==> config.mk <==
export PLATFORM = sky130hd
export DESIGN_NAME = serial_pattern_scan_ctrl
export DESIGN_NICKNAME = d
export VERILOG_FILES = /design/src/rtl/serial_pattern_scan_ctrl_pkg.sv /design/src/rtl/seq_1011_stepper.sv /design/src/rtl/serial_pattern_scan_ctrl.sv
export SDC_FILE = /design/constraint.sdc
export NUM_CORES = 1
export LEC_CHECK = 0
export BUFFER_PORTS_ARGS = -buffer_cell sky130_fd_sc_hd__buf_2
export CAP_MARGIN = 20
export CORE_AREA = 2 2 67 69
export CTS_CLUSTER_DIAMETER = 80
export DETAILED_ROUTE_END_ITERATION = 8
export DIE_AREA = 0 0 69 71
export GPL_ROUTABILITY_DRIVEN = 0
export HOLD_SLACK_MARGIN = 0.08
export MAX_ROUTING_LAYER = met4
export PLACE_DENSITY = 0.65
export RECOVER_POWER = 25
export SKIP_LAST_GASP = 1
export SLEW_MARGIN = 40
export SYNTH_ARGS = -nofsm -noshare
export SYNTH_HDL_FRONTEND = slang
export SYNTH_SLANG_ARGS = --single-unit
export TNS_END_PERCENT = 50
==> constraint.sdc <==
create_clock -name clock -period 2.1 [get_ports clock]
set_input_delay 0.105 -clock clock [delete_from_list [all_inputs] [get_ports clock]]
set_output_delay 0.105 -clock clock [all_outputs]
set_load 0.02 [all_outputs]
==> src/rtl/serial_pattern_scan_ctrl_pkg.sv <==
// Shared types for the serial "1011" pattern scan controller.
// Holds the detector state encodings, the controller FSM encodings,
// the pattern length and the detector next-state helper.
package serial_pattern_scan_ctrl_pkg;

  localparam int PATTERN_LEN = 4;

  // Detector states are named after the suffix of the pattern seen so far.
  typedef enum logic [2:0] {
    DET_S0    = 3'd0,
    DET_S1    = 3'd1,
    DET_S10   = 3'd2,
    DET_S101  = 3'd3,
    DET_S1011 = 3'd4
  } det_state_t;

  typedef enum logic {
    CTRL_IDLE  = 1'b0,
    CTRL_SHIFT = 1'b1
  } ctrl_state_t;

  // Overlapping Moore transition table. Any encoding outside the five
  // legal states falls back to S0 so a corrupted state self-recovers.
  function automatic det_state_t det_next(input logic [2:0] cur, input logic b);
    det_state_t nxt;
    case (cur)
      DET_S0:    nxt = b ? DET_S1    : DET_S0;
      DET_S1:    nxt = b ? DET_S1    : DET_S10;
      DET_S10:   nxt = b ? DET_S101  : DET_S0;
      DET_S101:  nxt = b ? DET_S1011 : DET_S10;
      DET_S1011: nxt = b ? DET_S1    : DET_S10;
      default:   nxt = DET_S0;
    endcase
    return nxt;
  endfunction

endpackage

==> src/rtl/seq_1011_stepper.sv <==
// Overlapping Moore "1011" detector that advances only when stepped.
// Ports: clock/reset_n, step + bit_in advance the state, sync_clr forces S0;
//        state is the current detector state, enter_match flags a step into S1011.
module seq_1011_stepper
  import serial_pattern_scan_ctrl_pkg::*;
(
  input  logic       clock,
  input  logic       reset_n,
  input  logic       step,
  input  logic       bit_in,
  input  logic       sync_clr,
  output logic [2:0] state,
  output logic       enter_match
);

  logic [2:0] r_state;
  logic [2:0] w_next;

  assign w_next      = det_next(r_state, bit_in);
  assign enter_match = step & (w_next == DET_S1011);
  assign state       = r_state;

  always_ff @(posedge clock or negedge reset_n) begin
    if (!reset_n) begin
      r_state <= DET_S0;
    end else if (sync_clr) begin
      r_state <= DET_S0;
    end else if (step) begin
      r_state <= w_next;
    end
  end

endmodule

==> src/rtl/serial_pattern_scan_ctrl.sv <==
// Serializes W-bit words MSB-first into the "1011" detector, counts matches
// with a saturating counter and raises a sticky irq at a programmable threshold.
// Ports: valid/ready word input, clear/irq_clear/thresh control,
//        busy/bit_out serial view, match_pulse/match_count/irq results.
module serial_pattern_scan_ctrl
  import serial_pattern_scan_ctrl_pkg::*;
#(
  parameter int W  = 8,
  parameter int CW = 8
) (
  input  logic          clock,
  input  logic          reset_n,
  input  logic          in_valid,
  output logic          in_ready,
  input  logic [W-1:0]  in_data,
  input  logic          clear,
  input  logic [CW-1:0] thresh,
  input  logic          irq_clear,
  output logic          busy,
  output logic          bit_out,
  output logic          match_pulse,
  output logic [CW-1:0] match_count,
  output logic          irq
);

  localparam int CNTW = (W > 1) ? $clog2(W) : 1;
  localparam logic [CNTW-1:0] LAST_BIT = CNTW'(W - 1);
  localparam logic [CW-1:0]   CNT_MAX  = '1;

  ctrl_state_t     r_state;
  ctrl_state_t     w_state_next;
  logic [W-1:0]    r_shift;
  logic [CNTW-1:0] r_bit_cnt;
  logic [CW-1:0]   r_match_count;
  logic            r_irq;
  logic            r_last_step;

  logic            w_load;
  logic            w_step;
  logic [2:0]      w_det_state;
  logic            w_enter_match;
  logic [CW-1:0]   w_count_inc;
  logic            w_irq_set;

  // ---------------------------------------------------------------
  // Controller FSM: state register
  // ---------------------------------------------------------------
  always_ff @(posedge clock or negedge reset_n) begin
    if (!reset_n) begin
      r_state <= CTRL_IDLE;
    end else begin
      r_state <= w_state_next;
    end
  end

  // ---------------------------------------------------------------
  // Controller FSM: next state and handshake/serial outputs
  // ---------------------------------------------------------------
  always_comb begin
    w_state_next = r_state;
    in_ready     = 1'b0;
    busy         = 1'b0;
    w_step       = 1'b0;
    bit_out      = 1'b0;
    w_load       = 1'b0;
    case (r_state)
      CTRL_IDLE: begin
        in_ready = ~clear;
        if (in_valid && !clear) begin
          w_load       = 1'b1;
          w_state_next = CTRL_SHIFT;
        end
      end
      CTRL_SHIFT: begin
        busy    = 1'b1;
        w_step  = 1'b1;
        bit_out = r_shift[W-1];
        if (r_bit_cnt == LAST_BIT) begin
          w_state_next = CTRL_IDLE;
        end
      end
      default: w_state_next = CTRL_IDLE;
    endcase
    // A clear abandons any word in flight and blocks a transfer this cycle.
    if (clear) begin
      w_state_next = CTRL_IDLE;
    end
  end

  // ---------------------------------------------------------------
  // Shift register and bit counter
  // ---------------------------------------------------------------
  always_ff @(posedge clock or negedge reset_n) begin
    if (!reset_n) begin
      r_shift   <= '0;
      r_bit_cnt <= '0;
    end else if (clear) begin
      r_shift   <= '0;
      r_bit_cnt <= '0;
    end else if (w_load) begin
      r_shift   <= in_data;
      r_bit_cnt <= '0;
    end else if (w_step) begin
      r_shift   <= {r_shift[W-2:0], 1'b0};
      r_bit_cnt <= (r_bit_cnt == LAST_BIT) ? '0 : r_bit_cnt + CNTW'(1);
    end
  end

  // ---------------------------------------------------------------
  // Detector: state persists across words so the stream is contiguous
  // ---------------------------------------------------------------
  seq_1011_stepper u_stepper (
    .clock       (clock),
    .reset_n     (reset_n),
    .step        (w_step),
    .bit_in      (bit_out),
    .sync_clr    (clear),
    .state       (w_det_state),
    .enter_match (w_enter_match)
  );

  // ---------------------------------------------------------------
  // Match counter and sticky irq
  // ---------------------------------------------------------------
  assign w_count_inc = (r_match_count == CNT_MAX) ? r_match_count
                                                  : r_match_count + CW'(1);
  assign w_irq_set   = w_enter_match && (thresh != '0) && (w_count_inc == thresh);

  always_ff @(posedge clock or negedge reset_n) begin
    if (!reset_n) begin
      r_match_count <= '0;
      r_irq         <= 1'b0;
      r_last_step   <= 1'b0;
    end else if (clear) begin
      r_match_count <= '0;
      r_irq         <= 1'b0;
      r_last_step   <= 1'b0;
    end else begin
      if (w_enter_match) begin
        r_match_count <= w_count_inc;
      end
      // Set has priority over a same-cycle irq_clear.
      if (w_irq_set) begin
        r_irq <= 1'b1;
      end else if (irq_clear) begin
        r_irq <= 1'b0;
      end
      r_last_step <= w_step;
    end
  end

  // The detector is in S1011 only right after a step into it; qualifying with
  // the previous cycle's step keeps a parked S1011 from pulsing again. Both
  // terms are flops, so the pulse is glitch-free and lasts exactly one cycle.
  assign match_pulse = (w_det_state == DET_S1011) && r_last_step;
  assign match_count = r_match_count;
  assign irq         = r_irq;

endmodule

==> impl_metrics.json <==
{
  "fin_util": 0.453,
  "timing.rr.end": "irq$_DFFE_PN0P_",
  "placed_cell_area_mm2": 0.00182,
  "vdd_ir_drop_max_mv": 0.239,
  "min-delay-start": "in_data[0]",
  "async_reset_ff_frac": 1.00,
  "slowest_stage": "dfrtp_2",
  "cts_inserted_buffers": 3,
  "start_util": 0.388,
  "drive_above_1_share": 0.239,
  "ant_nets": 0,
  "antenna_found_initial": 0,
  "netlist_instances": 189,
  "max_freq_mhz": 508,
  "tightest_slew_ns": 1.37,
  "clockBufferDepth": 2,
  "powerDensity_mw_per_mm2": 492,
  "synth_cell_types": 42,
  "design_power_total_w": 0.000937,
  "cts_tree": "yes",
  "row_count": 24,
  "slew_headroom": 0.0887,
  "num_vias": 1410,
  "cp_num_buf_inv": 0,
  "gr-usage-met1": 0.210,
  "worstSetupEndpointType": "flop",
  "critPathMaxStageDelay_ns": 0.47,
  "place_hpwl_um": 2410,
  "instances_no_fill": 270,
  "globalRouteOverflowTotal": 0,
  "reg2regPathDepth": 7,
  "fin_crit_ns": 1.97,
  "use_met2": 0.238,
  "final_common_cell": "nor2_1",
  "htree_num_levels": 1,
  "grtUsageMet3": 0.0214,
  "min_period_over_period": 0.937,
  "drc": 0,
  "design.core.area_mm2": 0.00420,
  "layout_common_cells": "nor2_1 (33), buf_2 (32), dfrtp_1 (22)",
  "io_buffers": 33,
  "cp_cell_sequence": "ha_4 > and2_4 > a31o_4 > a32oi_1 > o2111ai_1 > or3_1 > o21ai_1",
  "path_clk_slew_ns": 0.10,
  "dp_cells": 262,
  "design_area_mm2": 0.00190,
  "ys.flop_type": "dfrtp_1",
  "die_area_mm2": 0.00490,
  "die_h_um": 71,
  "synth.net_count": 213,
  "ys_seq_area_frac": 0.383,
  "crit_type": "flop to flop",
  "drt_iter0_markers": 94,
  "clock-root-buffer": "clkbuf_8",
  "critPathMaxFanout": 7,
  "grt_pass1_wl_um": 6040,
  "insertion_delay_ns": 0.27,
  "timing.rr.start": "match_count[0]$_DFFE_PN0P_",
  "grt_usage": 0.154,
  "crit_family": "compound AO/OA/AOI/OAI gates",
  "wl_per_cell_um": 12.8,
  "first_global_vias": 1310,
  "nets": 243,
  "dr.pass1.iters": 4,
  "die_w_um": 69,
  "numClockSinks": 25,
  "worst-endpoint-required_ns": 2.31,
  "ff2ff_setup_slack_ns": 0.13,
  "ys_ff_latch": 25,
  "cp.arrival_ns": 2.18,
  "hold_violations": 0,
  "fin_worst_skew_ns": 0.00228,
  "cp-start-kind": "flop",
  "routed_via_density": 5.22,
  "yosysWarningCount": 0,
  "totalWireLength_um": 3470,
  "min_to": "r_shift[0]$_DFFE_PN0P_",
  "hp-class": "input port to flop",
  "whs_path_depth": 3,
  "antenna_cells": 0,
  "synth_edf_count": 0,
  "drv_cap": 0,
  "slew_viol_final": 0,
  "whs_ns": 0.133,
  "top_usage_layer": "met2",
  "syn_avg_cell_area_um2": 8.63,
  "status": "completed",
  "power_leakage_nw": 0.846,
  "pin_count": 34,
  "syn_to_final_growth_pct": 16.7,
  "grt_max_degree": 29,
  "synth_area_mm2": 0.00163,
  "setup_violations": 0
}
## kinds of logic after synthesis
logic type,count (synthesis),share of synthesized area
muxes,13,0.0798
DFF,25,0.383
xor gates and xnor gates,9,0.0483
adders and majority gates,3,0.0230
and+or+nand+nor,74,0.218
AOI/OAI and AO/OA,45,0.185
buffers and inverters,20,0.0629
## tightest hold or removal path, cell delays in order
cell,delay [ns]
buf_2,0.09
mux2i_1,0.12
nor3_1,0.06
## report_power, final
part           switching [W]  total, W  internal (W)
clock               0.000170  0.000309      0.000139
sequential        0.00000917  0.000504      0.000495
combinational      0.0000719  0.000124     0.0000520
## metrics by stage
stage / setup WS [ns] / TNS, ns
floorplan: 0.00817 / 0
global placement: 0.126 / 0
detailed placement: 0.0583 / 0
CTS: 0.0334 / 0
global route: -0.00624 / -0.00624
finish: 0.131 / 0
## final cells by class
class	instances	area [um2]
sequential	25	629
tap	52	65.1
multi-input combinational	144	920
fill	443	2300
clock inverter	1	8.76
clock buffer	3	41.3
inverter	5	18.8
timing repair buffer	40	221
## what timing repair did
item,4_1_cts,5_1_grt
hold buffers,2,0
endpoints found under the hold margin,26,0
resized for setup,0,4
endpoints found under the setup margin,0,1
buffers inserted,0,2
## state kept, by name, summed over array words and instances (netlist names)
signal / flops
match_count: 8
r_shift: 8
r_bit_cnt: 3
u_stepper.state: 3
irq: 1
r_last_step: 1
r_state: 1
## synthesized netlist by cell type, drive strengths merged (2+ instances only)
cell type | count | share of area
and2 | 3 | 0.012
mux2i | 13 | 0.080
a32oi | 2 | 0.011
or3 | 3 | 0.012
a22oi | 2 | 0.0092
a21oi | 17 | 0.052
xnor2 | 6 | 0.032
and3 | 2 | 0.0077
nor2 | 33 | 0.076
nor2b | 5 | 0.019
nand3 | 6 | 0.018
xor2 | 3 | 0.016
nor3 | 4 | 0.012
nor4 | 2 | 0.0077
o21ai | 7 | 0.021
buf | 7 | 0.033
ha | 3 | 0.023
a31oi | 3 | 0.012
a211oi | 2 | 0.012
nand2 | 8 | 0.018
nand4 | 3 | 0.012
dfrtp | 25 | 0.38
a311oi | 3 | 0.016
inv | 5 | 0.012
clkbuf | 8 | 0.018
## how the worst max path moves through the flow
| stage | start | to | slack (ns) | cells after the start |
|---|---|---|---|---|
| 5_1_grt | match_count[6]$_DFFE_PN0P_ | irq$_DFFE_PN0P_ | -0.006 | 6 |
| 2_1_floorplan | match_count[0]$_DFFE_PN0P_ | irq$_DFFE_PN0P_ | 0.008 | 9 |
| 3_5_place_dp | match_count[0]$_DFFE_PN0P_ | irq$_DFFE_PN0P_ | 0.06 | 7 |
| 6_report | match_count[0]$_DFFE_PN0P_ | irq$_DFFE_PN0P_ | 0.13 | 7 |
| 4_1_cts | match_count[0]$_DFFE_PN0P_ | irq$_DFFE_PN0P_ | 0.03 | 7 |
| 3_3_place_gp | match_count[0]$_DFFE_PN0P_ | irq$_DFFE_PN0P_ | 0.13 | 7 |
## layer usage
metal	part of all wire	wire (um)
met1	0.49	1710
met2	0.46	1610
met3	0.034	117
met4	0.0078	27
met5	0	0
(Power assumes the default switching activity.)
